### config.mk
export PLATFORM = sky130hd
export DESIGN_NAME = qa7_seg_tty
export DESIGN_NICKNAME = d
export VERILOG_FILES = /design/src/rtl/qa7_seg_tty_pkg.sv /design/src/rtl/qa7_tty_fifo.sv /design/src/rtl/qa7_seg_tty.sv
export SDC_FILE = /design/constraint.sdc
export NUM_CORES = 1
export LEC_CHECK = 0
export ABC_AREA = 1
export CAP_MARGIN = 20
export CORE_ASPECT_RATIO = 1.5
export CORE_MARGIN = 5
export CORE_UTILIZATION = 40
export DETAILED_ROUTE_END_ITERATION = 6
export HOLD_SLACK_MARGIN = 0.06
export PLACE_DENSITY = 0.58
export SLEW_MARGIN = 0
export SYNTH_ARGS = -nofsm -noshare
export SYNTH_HDL_FRONTEND = slang
export SYNTH_SLANG_ARGS = --single-unit
### constraint.sdc
create_clock -name clk -period 3.16 [get_ports clk]
set_input_delay 0.948 -clock clk [delete_from_list [all_inputs] [get_ports clk]]
set_output_delay 0.948 -clock clk [all_outputs]
set_load 0.01 [all_outputs]
### src/rtl/qa7_seg_tty_pkg.sv
// rtl/qa7_seg_tty_pkg.sv - glyph constants, FSM states and hex font for the QA7 tty display sink
package qa7_seg_tty_pkg;

    typedef enum logic [1:0] {
        ST_IDLE = 2'd0,
        ST_LOAD = 2'd1,
        ST_SHOW = 2'd2,
        ST_HALT = 2'd3
    } tty_state_t;

    localparam logic [7:0] SEG_E     = 8'h79;
    localparam logic [7:0] SEG_O     = 8'h5C;
    localparam logic [7:0] SEG_DASH  = 8'h40;
    localparam logic [7:0] SEG_BLANK = 8'h00;

    // Segments a..g on bits 0..6; the dp bit is handled separately by the caller.
    function automatic logic [6:0] seg_font(input logic [3:0] nib);
        logic [6:0] g;
        case (nib)
            4'h0: g = 7'h3F;
            4'h1: g = 7'h06;
            4'h2: g = 7'h5B;
            4'h3: g = 7'h4F;
            4'h4: g = 7'h66;
            4'h5: g = 7'h6D;
            4'h6: g = 7'h7D;
            4'h7: g = 7'h07;
            4'h8: g = 7'h7F;
            4'h9: g = 7'h6F;
            4'hA: g = 7'h77;
            4'hB: g = 7'h7C;
            4'hC: g = 7'h39;
            4'hD: g = 7'h5E;
            4'hE: g = 7'h79;
            default: g = 7'h71;
        endcase
        return g;
    endfunction

endpackage

### src/rtl/qa7_tty_fifo.sv
// rtl/qa7_tty_fifo.sv - small synchronous byte FIFO on a plain register array
module qa7_tty_fifo #(
    parameter int AW = 4,
    parameter int DW = 8
) (
    input  logic          clk,
    input  logic          rst_n,
    input  logic          push,
    input  logic [DW-1:0] din,
    input  logic          pop,
    output logic [DW-1:0] dout,
    output logic          empty,
    output logic          full,
    output logic [AW:0]   count
);

    localparam int DEPTH = 1 << AW;
    localparam logic [AW:0] FULL_CNT = {1'b1, {AW{1'b0}}};

    logic [DW-1:0] r_mem [DEPTH];
    logic [AW-1:0] r_wr_ptr;
    logic [AW-1:0] r_rd_ptr;
    logic [AW:0]   r_count;
    logic          w_push;
    logic          w_pop;

    // Full/empty are taken from the pre-update count, so a push on full is
    // refused even when a pop happens in the same cycle.
    assign w_push = push & (r_count != FULL_CNT);
    assign w_pop  = pop & (r_count != '0);

    always_ff @(posedge clk) begin
        if (w_push) begin
            r_mem[r_wr_ptr] <= din;
        end
    end

    always_ff @(posedge clk or negedge rst_n) begin
        if (!rst_n) begin
            r_wr_ptr <= '0;
            r_rd_ptr <= '0;
            r_count  <= '0;
        end else begin
            if (w_push) begin
                r_wr_ptr <= r_wr_ptr + AW'(1);
            end
            if (w_pop) begin
                r_rd_ptr <= r_rd_ptr + AW'(1);
            end
            r_count <= r_count + (AW+1)'(w_push) - (AW+1)'(w_pop);
        end
    end

    assign dout  = r_mem[r_rd_ptr];
    assign empty = (r_count == '0);
    assign full  = (r_count == FULL_CNT);
    assign count = r_count;

endmodule

### src/rtl/qa7_seg_tty.sv
// rtl/qa7_seg_tty.sv - tty debug byte stream to three 7-segment glyphs with status digit
module qa7_seg_tty #(
    parameter int FIFO_AW = 4,
    parameter int HOLD_MS = 500,
    parameter int HOLD_W  = 10
) (
    input  logic       clk,
    input  logic       rst_n,
    input  logic       ena_ms,
    input  logic       tty_stb,
    input  logic [7:0] tty_dat,
    input  logic       tty_end,
    output logic [7:0] seg_hex0,
    output logic [7:0] seg_hex1,
    output logic [7:0] seg_hex2,
    output logic       tty_ovf,
    output logic       tty_idle
);

    import qa7_seg_tty_pkg::*;

    tty_state_t        r_state;
    tty_state_t        w_state_nxt;
    logic [HOLD_W-1:0] r_hold;
    logic [HOLD_W-1:0] w_hold_nxt;
    logic [7:0]        r_disp;
    logic [7:0]        w_disp_nxt;
    logic              r_shown;
    logic              w_shown_nxt;
    logic              r_end_seen;
    logic              r_ovf;
    logic              w_ovf_nxt;
    logic [6:0]        r_seg_hi;
    logic [6:0]        r_seg_lo;
    logic              r_dp;
    logic [7:0]        r_seg_st;
    logic [7:0]        w_seg_st_nxt;
    logic              r_idle;

    logic [7:0]        w_fifo_dout;
    logic              w_fifo_empty;
    logic              w_fifo_full;
    logic [FIFO_AW:0]  w_fifo_count;
    logic [FIFO_AW:0]  w_cnt_nxt;
    logic              w_push;
    logic              w_pop;
    logic              w_drop;

    assign w_push = tty_stb & ~w_fifo_full;
    assign w_drop = tty_stb & w_fifo_full;
    assign w_pop  = (r_state == ST_LOAD);

    qa7_tty_fifo #(
        .AW (FIFO_AW),
        .DW (8)
    ) u_fifo (
        .clk   (clk),
        .rst_n (rst_n),
        .push  (w_push),
        .din   (tty_dat),
        .pop   (w_pop),
        .dout  (w_fifo_dout),
        .empty (w_fifo_empty),
        .full  (w_fifo_full),
        .count (w_fifo_count)
    );

    // Output registers are fed from next-state values so glyphs change on
    // the same edge that leaves LOAD.
    assign w_cnt_nxt   = w_fifo_count + (FIFO_AW+1)'(w_push) - (FIFO_AW+1)'(w_pop);
    assign w_ovf_nxt   = r_ovf | w_drop;
    assign w_disp_nxt  = w_pop ? w_fifo_dout : r_disp;
    assign w_shown_nxt = r_shown | w_pop;

    always_comb begin
        w_state_nxt = r_state;
        w_hold_nxt  = r_hold;
        case (r_state)
            ST_IDLE: begin
                if (!w_fifo_empty) begin
                    w_state_nxt = ST_LOAD;
                end else if (r_end_seen) begin
                    w_state_nxt = ST_HALT;
                end
            end
            ST_LOAD: begin
                w_hold_nxt  = HOLD_W'(HOLD_MS - 1);
                w_state_nxt = ST_SHOW;
            end
            ST_SHOW: begin
                if (ena_ms) begin
                    if (r_hold == '0) begin
                        w_state_nxt = ST_IDLE;
                    end else begin
                        w_hold_nxt = r_hold - HOLD_W'(1);
                    end
                end
            end
            default: begin
                w_state_nxt = ST_HALT;
            end
        endcase
    end

    always_comb begin
        w_seg_st_nxt = SEG_BLANK;
        if (w_state_nxt == ST_HALT) begin
            w_seg_st_nxt = SEG_E;
        end else if (w_ovf_nxt) begin
            w_seg_st_nxt = SEG_O;
        end else if (w_state_nxt == ST_SHOW) begin
            w_seg_st_nxt = SEG_DASH;
        end
    end

    always_ff @(posedge clk or negedge rst_n) begin
        if (!rst_n) begin
            r_state    <= ST_IDLE;
            r_hold     <= '0;
            r_disp     <= '0;
            r_shown    <= 1'b0;
            r_end_seen <= 1'b0;
            r_ovf      <= 1'b0;
            r_seg_hi   <= '0;
            r_seg_lo   <= '0;
            r_dp       <= 1'b0;
            r_seg_st   <= SEG_BLANK;
            r_idle     <= 1'b1;
        end else begin
            r_state    <= w_state_nxt;
            r_hold     <= w_hold_nxt;
            r_disp     <= w_disp_nxt;
            r_shown    <= w_shown_nxt;
            r_end_seen <= r_end_seen | tty_end;
            r_ovf      <= w_ovf_nxt;
            r_seg_hi   <= w_shown_nxt ? seg_font(w_disp_nxt[7:4]) : 7'h00;
            r_seg_lo   <= w_shown_nxt ? seg_font(w_disp_nxt[3:0]) : 7'h00;
            r_dp       <= (w_cnt_nxt != '0);
            r_seg_st   <= w_seg_st_nxt;
            r_idle     <= (w_cnt_nxt == '0) &&
                          ((w_state_nxt == ST_IDLE) || (w_state_nxt == ST_HALT));
        end
    end

    assign seg_hex0 = {r_dp, r_seg_lo};
    assign seg_hex1 = {1'b0, r_seg_hi};
    assign seg_hex2 = r_seg_st;
    assign tty_ovf  = r_ovf;
    assign tty_idle = r_idle;

endmodule
After elaboration in Yosys (flattened, before gate mapping) --
Memory sizes are Yosys's and may differ from the RTL's. Index checks and enable logic that the tools add are counted. Widths: inputs -> output; s select.
Storage, ports and cells: register bits 60, memory bits (writable) 128, bits in read-only memories 224, input port bits 13, output and inout port bits 26, logic and storage cells 67, memories 3
Cells by class: add/sub/neg operators 7, equality and inequality tests 8, muxes and demuxes 16, bitwise logic cells 8, reductions and logical operators 11
Memory list:
- u_fifo.r_mem | words 16, bits a word 8, rd ports 1, clocked after Yosys merged registers in 0, wr ports 1, RTL line qa7_tty_fifo.sv:20 | logic [DW-1:0] r_mem [DEPTH];
- (name not given) | words 16, bits a word 7, rd ports 1, clocked after Yosys merged registers in 0, wr ports 0, RTL line qa7_seg_tty_pkg.sv:19 | case (nib)
- (name not given) | words 16, bits a word 7, rd ports 1, clocked after Yosys merged registers in 0, wr ports 0, RTL line qa7_seg_tty_pkg.sv:19
Operators with widths (count):
- $mux 7 | 5
- $mux 10 | 2
- $pmux 10 s2 | 1
- $add 5x1->5 | 2
- $logic_not 10->1 | 1
- $logic_not 5->1 | 2
- $reduce_bool 5->1 | 2
- $sub 10x1->10 const B | 1
- $sub 5x1->5 | 2
- $add 4x1->4 const B | 2
- $mux 2 | 4
- $mux 8 | 1
- $eq 2x2->1 const B | 3
- $pmux 2 s3 | 1
- $eq 5x5->1 const B | 1
- $ne 5x5->1 const B | 1
- $and 1x1->1 | 4
- $logic_not 2->1 | 2
- $ne 2x2->1 const B | 2
- $or 1x1->1 | 3
- $reduce_and 3->1 | 1
- $eq 2x1->1 const B | 1
- $mux 1 | 2
- $reduce_bool 2->1 | 1
- other kinds (3) | 3

Depth between registers and ports, before layout --
Gate-level depths: netlist (run 1).
depth in word-level cells 8, mapped depth 17, depth with buffers taken out 15

By module --
From an unflattened synthesis (run 1), not the netlist that was laid out.
Unflattened totals: cell total of the unflattened synthesis 927, area, all modules 8770.9 sq um
Modules (own cells, without submodules):
- qa7_tty_fifo | times used 1, cells an instance 607, area each 6212.2 sq um, sequential area each 4169.0 sq um
- qa7_seg_tty | times used 1, cells an instance 320, area each 2558.7 sq um, sequential area each 1077.3 sq um

Worst setup path before layout (run 1) --
No wires, ideal clock.
path type input port to flip-flop, from input port tty_stb, to register r_idle, in the netlist tty_idle, arrival 2437 ps, data required time 3093 ps, slack 655 ps, stages 9, path buffers 0, cells stage by stage nand2_1 > ha_1 > inv_1 > ha_1 > fa_1 > xor2_1 > nor4_1 > nand2_1 > nor2_1
On the way: cells in the longest elaborated chain, start to end 5
Ends and longest elaborated chain:
- start, declared | RTL line qa7_seg_tty.sv:10 | input logic tty_stb,
- $and 1x1->1 | RTL line qa7_seg_tty.sv:49 | assign w_push = tty_stb & ~w_fifo_full;
- $add 5x1->5 | RTL line qa7_seg_tty.sv:70 | assign w_cnt_nxt = w_fifo_count + (FIFO_AW+1)'(w_push) - (FIFO_AW+1)'(w_pop);
- $sub 5x1->5 | RTL line qa7_seg_tty.sv:70
- $logic_not 5->1 | RTL line qa7_seg_tty.sv:140 | r_idle <= (w_cnt_nxt == '0) &&
- $logic_and 1x1->1 | RTL line qa7_seg_tty.sv:140
- end signal, assigned | RTL line qa7_seg_tty.sv:140
- end, declared | RTL line qa7_seg_tty.sv:38 | logic r_idle;
No other way between the ends. A chain may end at the register's enable or synchronous reset.

Final worst setup path (run 1) --
from register u_fifo.r_count[2], in the netlist u_fifo.count[2], to register u_fifo.r_count[4], in the netlist u_fifo.count[4]
RTL lines:
- start, declared | RTL line qa7_tty_fifo.sv:23 | logic [AW:0] r_count;
- start signal, assigned | RTL line qa7_tty_fifo.sv:50 | r_count <= r_count + (AW+1)'(w_push) - (AW+1)'(w_pop);
- $reduce_bool 5->1 | RTL line qa7_tty_fifo.sv:30 | assign w_pop = pop & (r_count != '0);
- $and 1x1->1 | RTL line qa7_tty_fifo.sv:30
- named net u_fifo.w_pop | RTL line qa7_tty_fifo.sv:25 | logic w_pop;
- $sub 5x1->5 | RTL line qa7_tty_fifo.sv:50
The timed path passes the listed nets, and every way through them passes these cells.

==> results_dict.tcl, run 1 <==
set metrics [dict create \
    status "complete, no violations" \
    synth_xor_area_frac 0.0170 \
    whs_ns 0.481 \
    grt_pass1_wl_um 28400 \
    final_common_cell "nand2_1" \
    grt_busiest_layer "met2" \
    synth_top_cell_area_share 0.465 \
    cap_violations 0 \
    insertion_delay_ns 0.43 \
    cp_max_fo 5 \
    grt_start_max_net_pins 67 \
    dr.pass1.iters 4 \
    clkTransAtPathRegs_ns 0.07 \
    ios 39 \
    cp_common_cell "inv_1" \
    ctsLongestPathBuffers 2 \
    drt_iter0_drc 372 \
    synth_top_family_by_area "simple AND/OR/NAND/NOR gates" \
    core-area_um2 20300 \
    syn-mean-instance-area_um2 10.5 \
    fmax_mhz 357 \
    grt-ovfl-total 0 \
    synth_warnings 0 \
    critPathLaunchType "flop" \
    grt_use_total 0.154 \
    grt_util_met2 0.293 \
    setup_ws_ns 0.357 \
    cts_tree "yes" \
    grt_pass1_vias 5524 \
    cts_setup_buffers 0 \
    setup_viol 0 \
    dpl_cell_area_um2 8920 \
    yosys.area_share.simple 0.217 \
    worst_pin_slew_ns 0.728 \
    path_delay_family "adder cells" \
    diodes 0 \
    wirelength_um 17400 \
    synth-seq-cells 184 \
    hold_viol 0 \
    start_util 0.406 \
    use_met1 0.172 \
    tns_ns 0 \
    p_leak_nw 3.94 \
    cts_buffers 17 \
    dieArea_um2 23700 \
    final_max_slew_viol_count 0 \
    period_share 0.887 \
    num-nets-final 877 \
    cts_root_buffer "clkbuf_16" \
    num_rows 64 \
    htreeDepth 4 \
    power_density_nw_per_um2 681 \
    cp_slowest_stage_delay_ns 0.40 \
    utilization 0.468 \
    synth_area_leaders "edfxtp_1 47%, dfrtp_1 17%, nand2_1 11%, nand3_1 7.5%, ha_1 4.2%" \
    die_h_um 186 \
    route.antenna.remaining_nets 0 \
    final_cell_mix "233 x nand2_1, 128 x edfxtp_1, 123 x nand3_1" \
    dpl_worst_slack_ns 0.0761 \
    antenna_found_initial 0 \
    hpwl_um 11600 \
    syn_to_final_growth_pct 15.4 \
    place.gp.congestion 0.859 \
    synth-adder-area-share 0.0473 \
    critPathBufInv 6 \
    hp-class "flop to flop" \
    ir_worst_vdd_mv 0.379 \
    viasPerCell 4.90 \
    cts_num_sinks 184 \
    slew_headroom 0.515 \
    final_area_um2 9530 \
    syn_area_um2 8260 \
    synth.area.mux_share 0 \
    skew_ns 0.00954 \
    synth_seq_area_share 0.635 \
    path_cells "inv_1, ha_1, inv_1, nor4_1, inv_1, nand2_1, inv_1, ha_1, inv_1, ha_1, inv_1, fa_1, o21ai_0, xnor2_1" \
    required_ns 3.51 \
    synth_compound_area_frac 0.0315 \
    path_class "flop to flop" \
    period_needed_ns 2.80 \
    synth_cell_types 33 \
    num_vias 5443 \
    crit_arrival_ns 3.15 \
    post_cts.resized_instances 0 \
    crit_slowest_cell "fa_1" \
    wl_per_cell_um 15.7 \
    drcViolationCount 0 \
    met3_usage 0.0276 \
    portBuffers 35 \
    cts.hold.buffers_added 0 \
    dieWidth_um 127 \
    syn-instance-count 785 \
    end_kind "flop" \
    rsz0062_at_grt "false" \
    yosysTopAreaCell "edfxtp_1" \
    final_layout_size_suffix_gt1_frac 0.103 \
]
area by class of cell:
| cell class | instances | area, um2 |
|---|---|---|
| Tap cell | 264 | 330 |
| Clock buffer | 17 | 425 |
| Timing Repair Buffer | 62 | 548 |
| Fill cell | 1892 | 10800 |
| Sequential cell | 184 | 5250 |
| Inverter | 55 | 206 |
| Clock inverter | 15 | 178 |
| Multi-Input combinational cell | 514 | 2590 |
flip-flops by register name, summed over array words and instances (netlist names), 5 cells and up:
register,cells
r_disp,8
r_hold,10
r_seg_hi,7
r_seg_lo,7
u_fifo.count,5
u_fifo.r_mem,128
power by group:
| part | switching, mW | leakage (nW) | internal [mW] |
|---|---|---|---|
| sequential | 0.143 | 1.86 | 2.91 |
| combinational | 0.786 | 1.79 | 0.466 |
| clock | 0.984 | 0.293 | 1.20 |
| total | 1.91 | 3.94 | 4.58 |
worst register-to-register path, stage by stage, from the launching register on:
cell and delay, ns:
dfrtp_1 0.39, inv_1 0.09, ha_1 0.18, inv_1 0.04, nor4_1 0.35, inv_1 0.11, nand2_1 0.12, inv_1 0.10
ha_1 0.30, inv_1 0.06, ha_1 0.16, inv_1 0.06, fa_1 0.40, o21ai_0 0.23, xnor2_1 0.15
final timing paths:
check / start / to / slack [ns] / depth (start not counted)
max reg2reg: u_fifo.count[2] / u_fifo.count[4] / 0.36 / 14
min in group asynchronous: rst_n / r_seg_lo[2] / 0.64 / 2
min reg2reg: r_end_seen / r_end_seen / 0.48 / 1
max in group asynchronous: rst_n / u_fifo.r_rd_ptr[0] / 1.98 / 2
max: u_fifo.count[2] / u_fifo.count[4] / 0.36 / 14
min: r_end_seen / r_end_seen / 0.48 / 1
kinds of logic after synthesis:
group,count (synthesis)
other,1
XOR/XNOR,16
adder cells (fa/ha/maj),30
AO/OA/AOI/OAI,45
buffers and inverters,89
flip-flops,184
AND/OR/NAND/NOR,420
cell usage after synthesis:
cell type    n
nand4_1      3
nor2_1      43
nor3_1       2
o31ai_1      2
a21oi_2      1
conb_1       1
edfxtp_1   128
o21ai_4      1
xnor2_1      3
dfstp_2      1
fa_1         2
nand2_1    233
nand2_2      2
buf_6        4
nand3_2      2
ha_1        28
o311ai_0     1
buf_2       16
clkbuf_1     2
a21oi_1     17
buf_4       12
a311oi_1     1
clkinv_1     4
o21ai_0     18
o21ai_2      2
nor4_1       2
or2_2       10
xor2_1      13
o21ai_1      2
inv_1       45
nand3_1    123
inv_2        6
dfrtp_1     55
stage by stage:
step | total power [mW] | instances
after detailed placement | 4.36 | 1079
final | 6.49 | 1111
after global routing | 6.83 | 1111
after global placement | 4.34 | 1079
after floorplan | 3.95 | 787
after CTS | 6.55 | 1111
routing by layer:
layer  share of wire  routed length, um  vias up
li1                -                  -     2718
met1            0.40               7010     2633
met2            0.55               9620       78
met3           0.028                489       14
met4           0.017                298        0
met5               0                  0        -
Note: power is estimated with default switching activity, not from simulation.
==> run 2: changes to the inputs <==
Settings changed: CTS_CLUSTER_DIAMETER set to 40.
==> results of run 2 <==
Same layout as run 1: the final DEF is identical, and so are final timing and power.
==> run 3: changes to the inputs <==
Clock period 3.16 ns to 3 ns, I/O delays scaled along.
==> run 3 against run 2 <==
Routed wire length shrank 0.60%. Clock power is essentially flat. Clock skew shrank 0.0016 ns. Critical path depth is the same. Global-route usage grew 0.12 points. Combinational power grew 6%. Via count is essentially flat. Utilization grew 0.12 points. Power grew 3.6%. Highest routed layer unchanged. Cell count is the same. Sequential share of layout area shrank 0.14 points. Flip-flop and latch count is the same.
==> results_dict.tcl, run 3 (synthesis gave the netlist of run 1 again) <==
set metrics [dict create \
    status "complete, no violations" \
    num_rows 64 \
    cp_slowest_stage_delay_ns 0.40 \
    fmax_mhz 377 \
    die_h_um 186 \
    rrSetupSlack_ns 0.34 \
    grt_pass1_vias 5377 \
    num_vias 5439 \
    power_density_nw_per_um2 704 \
    dieArea_um2 23700 \
    largest_register_ffs 128 \
    cts_tree "yes" \
    final_common_cell "nand2_1" \
    htreeDepth 4 \
    final_area_um2 9550 \
    fillers 1903 \
    drt_iter0_drc 409 \
    r2r-start "u_fifo.count[3]" \
    cp_max_fo 5 \
    period_share 0.885 \
    diodes 0 \
    reg2reg_depth 14 \
    top_register "u_fifo.r_mem" \
    wirelength_um 17300 \
    cts_num_sinks 184 \
    rsz0062_at_grt "false" \
    grt-ovfl-total 0 \
    path_cells "inv_1, ha_1, inv_1, nor4_2, inv_1, nand2_1, inv_1, ha_1, inv_1, ha_1, inv_1, fa_1, o21ai_0, xnor2_1" \
    end_kind "flop" \
    antenna_found_initial 0 \
    cts.hold.buffers_added 0 \
    multi_input_area_um2 2600 \
    final_max_slew_viol_count 0 \
    ctsLongestPathBuffers 2 \
    largest_registers "u_fifo.r_mem (128), r_hold (10), r_disp (8)" \
    grt_use_total 0.155 \
    final_cell_mix "233 x nand2_1, 128 x edfxtp_1, 123 x nand3_1" \
    ir_worst_vdd_mv 0.396 \
    place.gp.congestion 0.839 \
    path_delay_family "adder cells" \
    dpl_worst_slack_ns -0.0669 \
    r2r-end "u_fifo.count[4]" \
    setup_viol 0 \
    start_util 0.406 \
    utilization 0.470 \
    syn_to_final_growth_pct 15.7 \
    whs_ns 0.449 \
    period_needed_ns 2.66 \
    final_layout_size_suffix_gt1_frac 0.102 \
    worst_pin_slew_ns 0.653 \
    path_class "flop to flop" \
    setup_ws_ns 0.345 \
    grt_start_max_net_pins 67 \
    hp-class "primary input to async pin" \
    grt_pass1_wl_um 28300 \
    dieWidth_um 127 \
    wl_per_cell_um 15.6 \
    clkTransAtPathRegs_ns 0.07 \
    skew_ns 0.00793 \
    cts_root_buffer "clkbuf_16" \
    insertion_delay_ns 0.43 \
    cts_buffers 17 \
    crit_arrival_ns 3.01 \
    required_ns 3.35 \
    route.antenna.remaining_nets 0 \
    ios 39 \
    viasPerCell 4.90 \
    drcViolationCount 0 \
    portBuffers 35 \
    slew_headroom 0.564 \
    num-nets-final 878 \
    seq_area_um2 5250 \
    dpl_cell_area_um2 8970 \
    hold_viol 0 \
    critPathLaunchType "flop" \
    cap_violations 0 \
    crit_slowest_cell "fa_1" \
    p_leak_nw 3.95 \
    dr.pass1.iters 4 \
    critPathBufInv 6 \
    hpwl_um 11600 \
    cp_common_cell "inv_1" \
    core-area_um2 20300 \
]
==> run 3: cell types whose count changed in the layout (fill, tap and decap cells not counted), sizes merged <==
cell / delta
inv: -6
clkinv: +5
buf: +1
==> run 3: how the worst max path moves through the flow <==
stage / startpoint / end / cells after the start
2_1_floorplan: tty_stb / tty_idle / 9
3_3_place_gp: tty_stb / tty_idle / 10
3_5_place_dp: tty_stb / tty_idle / 10
4_1_cts: u_fifo.count[3] / u_fifo.count[4] / 14
5_1_grt: u_fifo.count[3] / u_fifo.count[4] / 14
6_report: u_fifo.count[3] / u_fifo.count[4] / 14
==> run 3: report_power, final <==
part           internal, mW  switching (mW)
Sequential             3.07           0.155
Combinational         0.497           0.818
Clock                  1.23           0.955
==> run 3: final cells by class <==
class                           instances  area share
Inverter                               55      0.0216
Timing Repair Buffer                   63      0.0621
Sequential cell                       184       0.549
Tap cell                              264      0.0346
Multi-Input combinational cell        514       0.272
Clock buffer                           17      0.0445
Clock inverter                         14      0.0158
==> run 3: layer usage <==
layer / global-route usage / vias up / wire [um]
met5: 0 / - / 0
met4: 0.0507 / 0 / 235
met3: 0.0287 / 15 / 501
met2: 0.290 / 95 / 9580
met1: 0.177 / 2612 / 7000
li1: - / 2717 / -
==> run 3: repair_timing <==
item                       4_1_cts  5_1_grt
setup buffers                    0        0
setup endpoints to repair        0        1
gates resized for setup          0        1
hold endpoints to repair         0        0
==> run 3: stage by stage <==
stage | instances | setup TNS [ns] | total power [mW]
2_1_floorplan | 787 | 0 | 4.17
3_3_place_gp | 1080 | -0.000731 | 4.57
3_5_place_dp | 1080 | -0.108 | 4.60
4_1_cts | 1111 | 0 | 6.78
5_1_grt | 1111 | 0 | 7.10
6_report | 1111 | 0 | 6.72
